--- src/rtl/rect_plot_pkg.sv ---
// rtl/rect_plot_pkg.sv - shared state encoding, screen limits and default field widths
package rect_plot_pkg;
  typedef enum logic [1:0] {
    ST_IDLE = 2'd0,
    ST_LOAD = 2'd1,
    ST_SCAN = 2'd2,
    ST_DONE = 2'd3
  } state_t;

  localparam int SCREEN_W  = 160;
  localparam int SCREEN_H  = 120;
  localparam int DEF_X_W   = 8;
  localparam int DEF_Y_W   = 7;
  localparam int DEF_COL_W = 3;
  localparam int DEF_DIM_W = 5;
endpackage

--- src/rtl/rect_plot_rr_arbiter.sv ---
// rtl/rect_plot_rr_arbiter.sv - combinational round-robin pick starting at ptr
module rr_arbiter #(
  parameter int NUM_REQ = 3,
  parameter int IDX_W   = 2
) (
  input  logic [NUM_REQ-1:0] req,
  input  logic [IDX_W-1:0]   ptr,
  output logic [NUM_REQ-1:0] win_oh,
  output logic [IDX_W-1:0]   win_idx
);
  logic             found;
  logic [IDX_W-1:0] cand;

  always_comb begin
    win_oh  = '0;
    win_idx = '0;
    found   = 1'b0;
    cand    = '0;
    for (int k = 0; k < NUM_REQ; k++) begin
      cand = IDX_W'((int'(ptr) + k) % NUM_REQ);
      if (!found && req[cand]) begin
        found        = 1'b1;
        win_oh[cand] = 1'b1;
        win_idx      = cand;
      end
    end
  end
endmodule

--- src/rtl/rect_plot_arbiter.sv ---
// rtl/rect_plot_arbiter.sv - round-robin shared rectangle filler driving a framebuffer write port
module rect_plot_arbiter
  import rect_plot_pkg::*;
#(
  parameter int NUM_REQ = 3,
  parameter int X_W     = DEF_X_W,
  parameter int Y_W     = DEF_Y_W,
  parameter int COL_W   = DEF_COL_W,
  parameter int DIM_W   = DEF_DIM_W
) (
  input  logic                     clk,
  input  logic                     resetn,
  input  logic [NUM_REQ-1:0]       req,
  input  logic [NUM_REQ*X_W-1:0]   req_x,
  input  logic [NUM_REQ*Y_W-1:0]   req_y,
  input  logic [NUM_REQ*DIM_W-1:0] req_w,
  input  logic [NUM_REQ*DIM_W-1:0] req_h,
  input  logic [NUM_REQ*COL_W-1:0] req_colour,
  output logic [NUM_REQ-1:0]       grant,
  output logic [NUM_REQ-1:0]       done,
  output logic [X_W-1:0]           x,
  output logic [Y_W-1:0]           y,
  output logic [COL_W-1:0]         colour,
  output logic                     writeEn,
  output logic                     busy
);
  localparam int IDX_W = (NUM_REQ > 1) ? $clog2(NUM_REQ) : 1;

  state_t             state, state_nx;
  logic [IDX_W-1:0]   ptr, win, arb_idx;
  logic [NUM_REQ-1:0] arb_oh;
  logic [X_W-1:0]     bx, ld_x;
  logic [Y_W-1:0]     by, ld_y;
  logic [DIM_W-1:0]   bw, bh, cx, cy, ld_w, ld_h;
  logic [COL_W-1:0]   col, ld_col;
  logic [X_W:0]       sum_x;
  logic [Y_W:0]       sum_y;
  logic               scan, last_col, last_row;

  rr_arbiter #(.NUM_REQ(NUM_REQ), .IDX_W(IDX_W)) u_arb (
    .req     (req),
    .ptr     (ptr),
    .win_oh  (arb_oh),
    .win_idx (arb_idx)
  );

  assign ld_x   = req_x[int'(win)*X_W +: X_W];
  assign ld_y   = req_y[int'(win)*Y_W +: Y_W];
  assign ld_w   = req_w[int'(win)*DIM_W +: DIM_W];
  assign ld_h   = req_h[int'(win)*DIM_W +: DIM_W];
  assign ld_col = req_colour[int'(win)*COL_W +: COL_W];

  assign last_col = (cx == bw - 1'b1);
  assign last_row = (cy == bh - 1'b1);

  always_comb begin
    state_nx = state;
    case (state)
      ST_IDLE: if (|arb_oh) state_nx = ST_LOAD;
      ST_LOAD: state_nx = (ld_w == '0 || ld_h == '0) ? ST_DONE : ST_SCAN;
      ST_SCAN: if (last_col && last_row) state_nx = ST_DONE;
      ST_DONE: state_nx = ST_IDLE;
      default: state_nx = ST_IDLE;
    endcase
  end

  always_ff @(posedge clk or negedge resetn) begin
    if (!resetn) begin
      state <= ST_IDLE;
      ptr   <= '0;
      win   <= '0;
      bx    <= '0;
      by    <= '0;
      bw    <= '0;
      bh    <= '0;
      col   <= '0;
      cx    <= '0;
      cy    <= '0;
    end else begin
      state <= state_nx;
      case (state)
        ST_IDLE: if (|arb_oh) win <= arb_idx;
        ST_LOAD: begin
          bx  <= ld_x;
          by  <= ld_y;
          bw  <= ld_w;
          bh  <= ld_h;
          col <= ld_col;
          cx  <= '0;
          cy  <= '0;
        end
        ST_SCAN: begin
          if (last_col) begin
            cx <= '0;
            cy <= cy + 1'b1;
          end else begin
            cx <= cx + 1'b1;
          end
        end
        // next search starts just above the requester we finished
        ST_DONE: ptr <= (int'(win) == NUM_REQ - 1) ? '0 : win + 1'b1;
        default: ;
      endcase
    end
  end

  // one extra bit so a pixel past the right/bottom edge is detected rather than wrapped
  assign sum_x = {1'b0, bx} + (X_W+1)'(cx);
  assign sum_y = {1'b0, by} + (Y_W+1)'(cy);

  assign scan    = (state == ST_SCAN);
  assign busy    = (state != ST_IDLE);
  assign x       = scan ? sum_x[X_W-1:0] : '0;
  assign y       = scan ? sum_y[Y_W-1:0] : '0;
  assign colour  = scan ? col : '0;
  assign writeEn = scan && (int'(sum_x) < SCREEN_W) && (int'(sum_y) < SCREEN_H);

  always_comb begin
    grant = '0;
    done  = '0;
    if (busy) grant[win] = 1'b1;
    if (state == ST_DONE) done[win] = 1'b1;
  end
endmodule

--- config.mk ---
export PLATFORM = sky130hd
export DESIGN_NAME = rect_plot_arbiter
export DESIGN_NICKNAME = d
export VERILOG_FILES = /design/src/rtl/rect_plot_pkg.sv /design/src/rtl/rect_plot_rr_arbiter.sv /design/src/rtl/rect_plot_arbiter.sv
export SDC_FILE = /design/constraint.sdc
export NUM_CORES = 1
export LEC_CHECK = 0
export ABC_CLOCK_PERIOD_IN_PS = 2900
export BUFFER_PORTS_ARGS = -buffer_cell sky130_fd_sc_hd__buf_2
export CAP_MARGIN = 25
export CORE_AREA = 2 2 88 90
export DETAILED_ROUTE_END_ITERATION = 6
export DIE_AREA = 0 0 90 92
export PLACE_DENSITY = 0.8
export SYNTH_ARGS = -nofsm -noshare
export SYNTH_HDL_FRONTEND = slang
export SYNTH_HIERARCHICAL = 1
export SYNTH_SLANG_ARGS = --single-unit
--- constraint.sdc ---
create_clock -name clk -period 2.9 [get_ports clk]
set_clock_uncertainty 0.2 [all_clocks]
set_input_delay 0.58 -clock clk [delete_from_list [all_inputs] [get_ports clk]]
set_output_delay 0.58 -clock clk [all_outputs]
set_load 0.01 [all_outputs]
# Word level (Yosys, flattened, before mapping)
# Index checks and enable logic that the tools add are counted.
# totals
ff_bits	44
inputBits	89
elab_cells	108
# classes
add_sub_neg	9
mul	3
n_div	3
magnitude_cmp	10
n_eq_ne	9
shifts	5
n_mux	36
bitwise	2
n_reduce_logical	21
# op_table
operator	count
$mod A32 B3 Y32 const B	2
$mod A3 B3 Y32 const B	1
$shiftx A15 B32 Y5	1
$shiftx A24 B6 Y8	1
$shiftx A21 B6 Y7	1
$pmux W5 S2	2
$mux W3	6
$shiftx A15 B6 Y5	1
$lt A2 B3 Y1 const B	4
$mux W2	6
$add A5 B1 Y5 const B	2
$eq A5 B5 Y1	2
$logic_not A5 Y1	2
$mul A2 B3 Y5 const B	2
$mux W1	10
$mux W5	2
$sub A5 B1 Y5 const B	2
$add A8 B5 Y9	1
$logic_and A1 B1 Y1	9
$lt A9 B8 Y1 const B	1
$shiftx A9 B5 Y3	1
$add A7 B5 Y8	1
$demux W1 S2	4
$ge A2 B1 Y1 const B	4
other kinds (20)	30

# Depth between registers and ports, before layout
# Gate-level depths: netlist (run 1).
# logic_depth
ltp_word	13
depth_mapped	12

# Hierarchy
# The synthesis (run 1) kept the hierarchy.
# by_module_without_submodules
mod	instances	cells_each	area_per_inst_um2
rect_plot_arbiter	1	383	3281.9
rr_arbiter	1	38	266.5

# Worst setup path after synthesis (run 1)
# Ideal clock, no wire load.
# synth_timing
path_kind	flip-flop to output port
start	reg cy[0]
end	out writeEn
arrival_ns	2.049
path_slack_ns	0.071
stages_incl_launch_ff	10
cell_sequence	dfrtp_1 ha_1 inv_1 fa_1 nor2b_1 o21ai_0 a2bb2oi_1 xnor2_1 o21ai_0 a311oi_1
# synth_via
elab_chain_cells	3
# synth_rtl
element	line_no	rtl
start, declared	rect_plot_arbiter.sv:34	logic [DIM_W-1:0] bw, bh, cx, cy, ld_w, ld_h;
start signal, assigned	rect_plot_arbiter.sv:95	cy <= cy + 1'b1;
$add A7 B5 Y8	rect_plot_arbiter.sv:109	assign sum_y = {1'b0, by} + (Y_W+1)'(cy);
$lt A8 B7 Y1	rect_plot_arbiter.sv:116	assign writeEn = scan && (int'(sum_x) < SCREEN_W) && (int'(sum_y) < SCREEN_H);
$logic_and A1 B1 Y1	rect_plot_arbiter.sv:116	
end, declared	rect_plot_arbiter.sv:24	output logic writeEn,
# No other way between the ends.

# Worst setup path in the final report (run 1)
# layout_timing
start	reg cx[1]
end	out writeEn
# layout_via
elab_chain_cells	4
# layout_rtl
element	line_no	rtl
start, declared	rect_plot_arbiter.sv:34	
start signal, assigned	rect_plot_arbiter.sv:97	cx <= cx + 1'b1;
$add A8 B5 Y9	rect_plot_arbiter.sv:108	assign sum_x = {1'b0, bx} + (X_W+1)'(cx);
$lt A9 B8 Y1	rect_plot_arbiter.sv:116	
$logic_and A1 B1 Y1 (2 in series)	rect_plot_arbiter.sv:116	
# No other way between the ends.

==> results of run 1 <==
[cells by family after synthesis]
family                   count (synthesis)
flip-flops                              44
multiplexers                            38
XOR/XNOR                                23
buffers and inverters                   39
AND/OR/NAND/NOR                        142
AO/OA/AOI/OAI                          111
adder cells (fa/ha/maj)                 24
[worst paths after layout]
check,from,endpoint,depth (start not counted)
setup / recovery,cx[1],writeEn,8
hold / removal,resetn,bh[3],2
setup reg to reg,ptr[1],win[0],9
hold reg to reg,col[2],col[2],2
max in group asynchronous,resetn,win[1],2
min in group clk,col[2],col[2],2
[power by group]
part	leakage (nW)	total (mW)	internal [mW]	switching (mW)
Clock	0.0503	0.415	0.212	0.203
Sequential	0.458	0.613	0.613	0
Combinational	1.60	0.118	0.0629	0.0554
Total	2.11	1.15	0.888	0.258
[flip-flops by register name (all words and copies together), names as in the netlist]
name / count
bx: 8
cx: 5
ptr: 2
state: 2
win: 2
cy: 5
bh: 5
col: 3
bw: 5
by: 7
[worst max-delay path: stages (launching register included)]
cell and delay, ps:
dfrtp_1 420, ha_1 300, a21oi_2 110, nor2b_1 60, o31a_1 360, a31oi_2 210
o21ai_1 90, a311oi_1 260, buf_2 190
[repair_timing]
action	in CTS	in global routing
buffers inserted	5	2
resized for setup	10	10
setup endpoints to repair	4	6
pin swaps	6	6
[cells in the mapped netlist, types with 2 or more instances]
cell       instances  area, µm²
or2_1              2      12.51
mux2i_1           35      350.3
o22ai_1            3      18.77
and2_1             8      50.05
nand2b_1           3      18.77
a31oi_1            4      25.02
nand3b_1           3      22.52
a211oi_1           2      15.01
a311oi_1           2      17.52
o21ai_0           11      55.05
nor3_1             8      40.04
nand2_1           23      86.33
nor3b_1            5      37.54
nand4_1            3      18.77
a21boi_0           3      22.52
a221o_1            2      20.02
buf_1              4      15.01
o211ai_1           2      15.01
mux2_2             3      33.78
fa_1               2      40.04
ha_1              22      275.3
a21oi_1           60      300.3
a21o_1             4      30.03
xor2_1            12      105.1
nand3_1            4      20.02
dfrtp_1           44       1101
buf_2              5      25.02
clkbuf_1           8      30.03
o21a_1             4      30.03
o31a_1             2      17.52
xnor2_1           11      96.34
nor2b_1            7      43.79
inv_1             20      75.07
nand4bb_1          2      22.52
nor2_1            70      262.8
[cell type report]
cell class | instances | area [µm²]
tap | 102 | 127.6
clock buffer | 7 | 96.34
multi-input combinational | 338 | 2360
inverter | 20 | 75.07
timing repair buffer | 136 | 735.7
sequential | 44 | 1102
fill | 659 | 2950
[per-layer routing]
layer / global-route usage [%] / vias to the layer above / wire length (µm)
met1: 25.33 / 1682 / 3781
met3: 3.862 / 17 / 457
li1: - / 1724 / -
met2: 41.60 / 125 / 4704
met4: 6.154 / 0 / 157
met5: 0 / - / 0
==> results.txt, run 1 <==
Outcome -> finished, violations left
Violated checks -> setup timing
Share of layout cells above drive strength 1 -> 31.19%
Number of diodes -> 0
Pre-Repair DR Iteration Count -> 4
Pin count of the biggest net entering global routing -> 57
Min Tclk post-route -> 3068 ps
Reg clk slew, reported paths -> 80 ps
Final Hold Viols -> 0
Clk_lat worst skew -> 290 ps
Inserted Clock Buffers -> 5
Max-slew violations -> 0
Distinct cells, synth -> 53
CTS tree -> built
# clock sinks -> 44
Lkg Pwr -> 2.110 nW
Drt drc -> 0
Commonest cells after routing, fill and taps aside -> buf_2 (114), nor2_1 (70), a21oi_1 (57), dfrtp_1 (43), mux2i_1 (35)
Avg Synthesized Cell Area -> 8.429 µm²
WL per Instance -> 14.06 µm
Final std cells w/o fill -> 647
Top-level I/O count -> 115
HPWL after detailed placement -> 6965 µm
PD cells -> 254.9 mW/mm²
Vias -> 3548
Startpoint Class -> flip-flop
RSZ-0062 raised after global routing -> true
Final Cell Area -> 0.004497 mm²
Placed Area -> 0.004277 mm²
Synth Register Bits -> 44
Layout Nets -> 658
Clock Path Buffers -> 2
Simple-Gate Fraction of Synth Area -> 18.90%
Register area share after synthesis -> 31.03%
Starting Density -> 47.65%
Total Wirelength -> 9100 µm
Vias per Instance -> 5.484
Compound-Gate Fraction of Synth Area -> 20.06%
Hold WS -> 160.5 ps
Most common cell after layout, fill and taps aside -> buf_2
Die X -> 90 µm
Htree depth -> 2
P&R area growth vs syn -> 26.73%
Cell Area, Synth -> 0.003548 mm²
Chip Height -> 92 µm
Proportion of synthesized area in mux cells -> 10.83%
CP arrival -> 2290 ps
Post-synthesis xor/xnor area fraction -> 5.677%
Critical Path Sink Type -> output port
Peak supply drop -> 0.0001629 V
Setup CP Type -> reg -> out
IO Port Bufs -> 114
Root Buffer -> clkbuf_8
GRT overflow -> 0
Tightest Hold Check Type -> in -> async
Slew @ Worst Pin -> 575.6 ps
Place WS -> -30.76 ps
GP Congestion -> 0.8569
Crit path max fanout -> 5
Placed Cells -> 633
# rows -> 32
Final TNS setup -> -317.3 ps
Mapped Cells -> 421
Antenna violations before repair -> 0
Synth Flop Type -> dfrtp_1
Post-route ant nets -> 0
Largest family of logic cells by synthesized area -> compound AO/OA/AOI/OAI gates
Asr flop ratio synth -> 100.0%
Starting DRT DRC Count -> 200
Final Util -> 60.38%
Synth Area in Adders -> 8.886%
R2R Setup Slk -> 270 ps
Hold buffer count at CTS -> 0
CORE AREA -> 0.007447 mm²
Die ar. -> 0.008280 mm²
Final Cycle Share -> 105.8%
Final setup violating endpoints -> 3
Tot Pwr -> 1.146 mW
Slew margin rel. -> 61.63%
Achievable frequency -> 0.3259 GHz
Vias in the first global route -> 3442
Synth Warn # -> 6
First-pass GRT wire length -> 15100 µm
Maximum capacitance violations -> 0
Total GRT Usage -> 21.96%
Final Worst Setup Slack -> -168.1 ps
Post-synth EDFFs -> 0
Post-synthesis net count -> 534
CP required -> 2120 ps
Power figures use the tool's default switching activity.
==> run 2: changes to the inputs <==
--- a/config.mk
+++ b/config.mk
@@ -8,10 +8,12 @@
 export ABC_CLOCK_PERIOD_IN_PS = 2900
 export BUFFER_PORTS_ARGS = -buffer_cell sky130_fd_sc_hd__buf_2
 export CAP_MARGIN = 25
-export CORE_AREA = 2 2 88 90
+export CELL_PAD_IN_SITES_DETAIL_PLACEMENT = 1
+export CELL_PAD_IN_SITES_GLOBAL_PLACEMENT = 2
+export CORE_AREA = 2 2 114 116
 export DETAILED_ROUTE_END_ITERATION = 6
-export DIE_AREA = 0 0 90 92
-export PLACE_DENSITY = 0.8
+export DIE_AREA = 0 0 116 118
+export PLACE_DENSITY = 0.82
 export SYNTH_ARGS = -nofsm -noshare
 export SYNTH_HDL_FRONTEND = slang
 export SYNTH_HIERARCHICAL = 1
==> constraint.sdc (replaced) <==
create_clock -name clk -period 2.9 [get_ports clk]
set_clock_uncertainty 0.2 [all_clocks]
set_input_delay 0.58 -clock clk [delete_from_list [all_inputs] [get_ports clk]]
set_output_delay 0.58 -clock clk [all_outputs]
set_load 0.1 [all_outputs]
==> run 2 against run 1 <==
Combinational power up 6%. Sequential power about the same. Sequential cell count unchanged. Worst hold slack worse by 120 ps. The run still ends with setup timing left.
==> results.txt, run 2 (synthesis gave the netlist of run 1 again) <==
Hold buffer count at CTS -> 0 (unchanged)
Reg with most FFs -> bx
GP Congestion -> 0.8450 (-1.4%)
Max-slew violations -> 0 (unchanged)
Max FFs per register -> 8 (unchanged)
Place WS -> -91.32 ps (-60.57 ps)
Placed Area -> 0.004785 mm² (+12%)
Final Worst Setup Slack -> -270.8 ps (-102.7 ps)
HPWL after detailed placement -> 9005 µm (+29%)
Final setup violating endpoints -> 6 (+3)
WL per Instance -> 15.77 µm (+12%)
Critical Path Sink Type -> output port
Total Wirelength -> 11420 µm (+26%)
Post-route ant nets -> 0 (unchanged)
Layout fillers -> 1501 (+130%)
# rows -> 41 (+28%)
Commonest cells after routing, fill and taps aside -> buf_2 (98), nor2_1 (62), a21oi_1 (57), dfrtp_1 (43), mux2i_1 (35)
Inserted Clock Buffers -> 5 (unchanged)
CP arrival -> 2390 ps (+100 ps)
Starting DRT DRC Count -> 86 (-57%)
Clock power share -> 42.5% (+6.3 points)
First-pass GRT wire length -> 18600 µm (+23%)
Worst r2r src -> ptr[0]
Final Cell Area -> 0.005136 mm² (+14%)
Vias per Instance -> 4.873 (-11%)
Vias -> 3528 (-0.56%)
# clock sinks -> 44 (unchanged)
Share of layout cells above drive strength 1 -> 37.50% (+6.3 points)
Net Sw Frac -> 22.86% (+0.36 points)
IO Port Bufs -> 114 (unchanged)
Vias in the first global route -> 3773 (+9.6%)
Clock Path Buffers -> 2 (unchanged)
P_int -> 0.9913 mW (+12%)
Tightest Hold Check Type -> in -> async
Chip Height -> 118 µm (+28%)
Number of diodes -> 0 (unchanged)
Total GRT Usage -> 17.00% (-5.0 points)
Final Hold Viols -> 0 (unchanged)
CORE AREA -> 0.01241 mm² (+67%)
Combinational share of power -> 9.7% (-0.6 points)
Final Cycle Share -> 109.3% (+3.5 points)
Final std cells w/o fill -> 724 (+12%)
Setup crit start -> bx[1]
Min Tclk post-route -> 3171 ps (+102.7 ps)
Outcome -> finished, violations left
Die ar. -> 0.01369 mm² (+65%)
Root Buffer -> clkbuf_16
Peak supply drop -> 0.0002040 V (+25%)
Htree depth -> 2 (unchanged)
Sw Pwr -> 0.2938 mW (+14%)
Violated checks -> setup timing
Startpoint Class -> flip-flop
Starting Density -> 28.58% (-19 points)
Achievable frequency -> 0.3154 GHz (-3.2%)
Storage cell area -> 0.001102 mm² (unchanged)
GRT overflow -> 0 (unchanged)
Antenna violations before repair -> 0 (unchanged)
Top-level I/O count -> 115 (unchanged)
Layout Nets -> 665 (+1.1%)
Slew @ Worst Pin -> 640.2 ps (+64.61 ps)
Slew margin rel. -> 57.32% (-4.3 points)
Lkg Pwr -> 2.245 nW (+6.4%)
Placed Cells -> 709 (+12%)
Pre-Repair DR Iteration Count -> 4 (unchanged)
Final Util -> 41.37% (-19 points)
CP required -> 2120 ps (about the same)
Drt drc -> 0 (unchanged)
Die X -> 116 µm (+29%)
Biggest regs -> bx x8, by x7
Reg clk slew, reported paths -> 60 ps (-20 ps)
Tot Pwr -> 1.285 mW (+12%)
Setup CP Type -> reg -> out
RSZ-0062 raised after global routing -> true
Sequential group share of total power -> 47.8% (-5.7 points)
Maximum capacitance violations -> 0 (unchanged)
Crit path max fanout -> 4 (-1)
Clk_lat worst skew -> 280 ps (about the same)
Multi-input logic area -> 0.002554 mm² (+8.2%)
PD cells -> 250.2 mW/mm² (-1.8%)
P&R area growth vs syn -> 44.75%
CTS tree -> built
Most common cell after layout, fill and taps aside -> buf_2
Pin count of the biggest net entering global routing -> 57 (unchanged)
[run 2: changes by cell type in the layout (fill, tap and decap cells not counted), moves of 5 or more]
cell | before | now
buf_2 | 114 | 98
clkbuf_16 | 0 | 5
nor2_1 | 70 | 62
clkbuf_8 | 7 | 0
nor2_2 | 1 | 8
buf_12 | 0 | 17
[run 2: cell type report]
cell class              count  share of cell area, %
well taps                 172                  4.190
clock buffers               5                  2.436
repair buffers            143                  20.49
clock inverters             2                 0.2436
flip-flops and latches     44                  21.46
multi-input cells         338                  49.72
inverters                  20                  1.462
[run 2: path summary, 6_finish.rpt]
| check | endpoint | slack [ps] | depth (start not counted) |
|---|---|---|---|
| max | writeEn | -270 | 8 |
| min | col[2] | 40 | 1 |
| max reg2reg | win[1] | 270 | 9 |
| min reg2reg | col[2] | 320 | 2 |
| max in group asynchronous | win[1] | 1910 | 2 |
| min in group clk | col[2] | 320 | 2 |
[run 2: repair_timing]
item	in CTS	in global routing
pin swaps	15	13
resized for setup	18	15
buffers inserted	4	3
setup endpoints to repair	7	10
[run 2: power by group through the flow]
stage / registers (mW) / logic [mW] / clock network, mW
6_report: 0.614 / 0.125 / 0.547
5_1_grt: 0.613 / 0.141 / 0.575
4_1_cts: 0.614 / 0.123 / 0.563
3_5_place_dp: 0.625 / 0.123 / 0
3_3_place_gp: 0.625 / 0.119 / 0
2_1_floorplan: 0.625 / 0.0381 / 0
[run 2: stage by stage]
| step | hold slack (ps) | setup TNS [ps] |
|---|---|---|
| 6_report | 44.30 | -840.3 |
| 5_1_grt | 74.49 | -1662 |
| 4_1_cts | 322.6 | -948.0 |
| 3_5_place_dp | 314.2 | -91.32 |
| 3_3_place_gp | 299.2 | 0 |
| 2_1_floorplan | 84.41 | -2965 |
[run 2: routing by layer]
layer	GRT usage [%]	part of all wire, %
met5	0	0
met3	2.163	3.1
met4	3.646	1.0
met1	21.98	45
met2	30.01	51
[run 2: worst max-delay path, stage by stage, from the launching register on]
cell,delay (ps)
dfrtp_1,390
ha_1,310
a21oi_2,140
nor2b_1,80
o31a_1,320
o41ai_2,270
a31oi_2,90
a311oi_4,270
buf_12,220
==> run 3: changes to the inputs <==
--- a/config.mk
+++ b/config.mk
@@ -16,5 +16,4 @@
 export PLACE_DENSITY = 0.82
 export SYNTH_ARGS = -nofsm -noshare
 export SYNTH_HDL_FRONTEND = slang
-export SYNTH_HIERARCHICAL = 1
 export SYNTH_SLANG_ARGS = --single-unit
==> run 3 against run 2 <==
Wire length fell by 0.11%. Worst hold slack improved by 130 ps. The flow still finishes with violations (setup timing). Die area did not move. Combinational power rose to 38 times the previous value. Largest power group is now combinational logic. Cell area rose by 1.2%. Clock-buffer cell count rose by 2. Maximum frequency fell by 0.30%. Highest routed layer unchanged. Largest cell class unchanged. Clock power rose by 27%. Via count rose by 0.45%. Cell count rose by 0.41%. Synthesized cell count rose by 0.24%.
==> results.txt, run 3 <==
CP arrival -> 2400 ps (about the same)
Startpoint Class -> flip-flop
Top-level I/O count -> 115 (unchanged)
Post-synthesis net count -> 536 (+0.37%)
Max-slew violations -> 0 (unchanged)
CTS tree -> built
PD cells -> 1289 mW/mm² (+420%)
Slew margin rel. -> 60.37% (+3.0 points)
Final Cycle Share -> 109.7% (+0.33 points)
Min Tclk post-route -> 3180 ps (+9.645 ps)
Reg clk slew, reported paths -> 60 ps (about the same)
Final Hold Viols -> 0 (unchanged)
Final Worst Setup Slack -> -280.4 ps (-9.645 ps)
CP max-delay cell -> dfrtp_1
Most Crowded Layer GR -> met2
Synth Area in Adders -> 9.183% (+0.30 points)
Biggest regs -> bx x8, by x7
Cells along the critical path -> ha_1 > a21oi_2 > nor2b_2 > o31a_1 > a31oi_1 > o211ai_1 > a211oi_4 > buf_12
P_int -> 3.194 mW (+220%)
Outcome -> finished, violations left
Sequential group share of total power -> 18.1% (-30 points)
GR Layer Usage met2 -> 31.40% (+1.4 points)
Post-synth EDFFs -> 0 (unchanged)
Pin count of the biggest net entering global routing -> 45 (-21%)
Number of diodes -> 0 (unchanged)
Met3 Use GR -> 2.008% (-0.15 points)
Avg Synthesized Cell Area -> 8.459 µm² (+0.36%)
Peak supply drop -> 0.0003936 V (+93%)
Proportion of synthesized area in mux cells -> 9.779% (-1.0 points)
Pre-Repair DR Iteration Count -> 5 (+1)
Commonest cells after routing, fill and taps aside -> buf_2 (92), nor2_1 (57), a21oi_1 (54), dfrtp_1 (43), buf_4 (31)
Antenna violations before repair -> 0 (unchanged)
Distinct cells, synth -> 57 (+7.5%)
Max FFs per register -> 8 (unchanged)
Post-route ant nets -> 0 (unchanged)
Largest family of logic cells by synthesized area -> compound AO/OA/AOI/OAI gates
Register area share after synthesis -> 30.84% (-0.18 points)
Mapped Cells -> 422 (+0.24%)
WL per Instance -> 15.69 µm (-0.52%)
First-pass GRT wire length -> 18240 µm (-1.9%)
GRT overflow -> 0 (unchanged)
Most common library cells after synthesis -> a21oi_1 (58), nor2_1 (57), dfrtp_1 (44)
Synth Flop Type -> dfrtp_1
Starting Density -> 28.75% (+0.17 points)
Vias per Instance -> 4.875 (about the same)
Most common cell after layout, fill and taps aside -> buf_2
Tot Pwr -> 6.698 mW (+420%)
# clock sinks -> 44 (unchanged)
RSZ-0062 raised after global routing -> true
CORE AREA -> 0.01241 mm² (unchanged)
GP Congestion -> 0.8661 (+2.5%)
Hold WS -> 176.5 ps (+132.2 ps)
Vias -> 3544 (+0.45%)
IO Port Bufs -> 114 (unchanged)
Synth Warn # -> 0 (-6)
Clock power share -> 10.3% (-32 points)
P&R area growth vs syn -> 45.57%
Net Sw Frac -> 52.32% (+29 points)
Root Buffer -> clkbuf_16
Worst reg-to-reg path cell count -> 8 (-1)
Compound-Gate Fraction of Synth Area -> 20.43% (+0.37 points)
Inserted Clock Buffers -> 5 (unchanged)
Met1 Use GR -> 20.15% (-1.8 points)
Maximum capacitance violations -> 0 (unchanged)
Layout Nets -> 668 (+0.45%)
Synth Register Bits -> 44 (unchanged)
Chip Height -> 118 µm (unchanged)
Reg with most FFs -> bx
# rows -> 41 (unchanged)
Post-synthesis xor/xnor area fraction -> 5.152% (-0.52 points)
Total Wirelength -> 11410 µm (-0.11%)
Sw Pwr -> 3.505 mW (+1100%)
Vias in the first global route -> 3725 (-1.3%)
Place WS -> -173.7 ps (-82.33 ps)
Starting DRT DRC Count -> 121 (+41%)
CP required -> 2120 ps (about the same)
Setup CP Type -> reg -> out
Synth area leaders -> dfrtp_1 (31%), mux2i_1 (8.4%), a21oi_1 (8.1%)
Yosys top cell by area -> dfrtp_1
Lkg Pwr -> 2.382 nW (+6.1%)
Achievable frequency -> 0.3144 GHz (-0.30%)
Layout fillers -> 1485 (-1.1%)
Critical Path Sink Type -> output port
Worst stage delay on the critical path -> 420 ps (+30 ps)
Final Cell Area -> 0.005196 mm² (+1.2%)
Share of layout cells above drive strength 1 -> 36.04% (-1.5 points)
Simple-Gate Fraction of Synth Area -> 19.87% (+0.97 points)
Clk_lat worst skew -> 290 ps (about the same)
Hold buffer count at CTS -> 0 (unchanged)
Die X -> 116 µm (unchanged)
Htree depth -> 2 (unchanged)
Most common cell in the netlist -> a21oi_1
Clock Path Buffers -> 2 (unchanged)
Final Util -> 41.86% (+0.48 points)
Violated checks -> setup timing
Final setup violating endpoints -> 7 (+1)
Top-area cell type share of the netlist area -> 30.84% (-0.18 points)
Tightest Hold Check Type -> in -> async
Combinational share of power -> 71.6% (+62 points)
Cell Area, Synth -> 0.003570 mm² (+0.60%)
Crit path max fanout -> 5 (+1)
Slew @ Worst Pin -> 594.5 ps (-45.69 ps)
Asr flop ratio synth -> 100.0% (unchanged)
Die ar. -> 0.01369 mm² (unchanged)
Placed Area -> 0.004811 mm² (+0.55%)
Drt drc -> 0 (unchanged)
HPWL after detailed placement -> 8621 µm (-4.3%)
Total GRT Usage -> 16.77% (-0.23 points)
==> run 3: cell types whose count changed in the layout (fill, tap and decap cells not counted), moves of 6 or more <==
cell     change
nand2_1      -9
o21ai_0      +6
buf_4        +6
nand3_1      +6
nor2_2       -8
buf_2        -6
==> run 3: worst max-delay path: cells and delay by family (launching register included) <==
kind / cells / cell delay (ps)
simple gates: 1 / 60
compound gates: 5 / 1110
flops: 1 / 420
fa+ha+maj: 1 / 310
buf+inv: 1 / 210
==> run 3: cells by family (layout without fill, tap and decap cells) <==
kind of cell,after synthesis,in the layout
and+or+nand+nor,139,139
AOI/OAI and AO/OA,117,117
DFF,44,44
buffers and inverters,42,175
muxes,34,34
adders and majority gates,25,25
xor gates and xnor gates,21,21
==> run 3: what timing repair did <==
item | in CTS | in global routing
resized for setup | 16 | 17
buffers inserted | 5 | 8
setup endpoints to repair | 8 | 9
pin swaps | 9 | 17
==> run 3: worst paths after layout <==
path | start | endpoint | slack, ps
worst min register to register | col[0] | col[0] | 330
worst max register to register | ptr[0] | state[1] | 300
worst max-delay path | cx[1] | writeEn | -280
worst min-delay path | resetn | bx[6] | 180
max in group asynchronous | resetn | win[0] | 1880
min in group clk | col[0] | col[0] | 330
==> run 3: layout make-up <==
cell class | count | area (µm²) | share of cell area [%]
sequential | 44 | 1102 | 21.21
multi-input combinational | 336 | 2461 | 47.36
clock inverter | 1 | 30.03 | 0.5779
tap | 172 | 215.2 | 4.142
clock buffer | 7 | 152.6 | 2.938
timing repair buffer | 147 | 1160 | 22.32
inverter | 20 | 75.07 | 1.445
==> run 3: through the flow <==
| step | setup TNS [ps] | cells |
|---|---|---|
| global route | -2015 | 727 |
| CTS | -1329 | 719 |
| finish | -1144 | 727 |
| global placement | -133.4 | 706 |
| floorplan | -565.0 | 422 |
| detailed placement | -251.2 | 706 |
==> run 3: per-layer routing <==
layer / up-vias / wire length, µm
met5: - / 0
met4: 0 / 151
met3: 13 / 253
met2: 58 / 6243
met1: 1728 / 4760
li1: 1745 / -
==> run 3: power by group through the flow <==
stage / Clock, mW / Combinational, mW / Sequential [mW]
floorplan: 0 / 3.30 / 1.08
global placement: 0 / 4.50 / 1.19
detailed placement: 0 / 4.60 / 1.22
CTS: 0.712 / 4.69 / 1.21
global route: 0.729 / 5.16 / 1.26
finish: 0.693 / 4.80 / 1.21
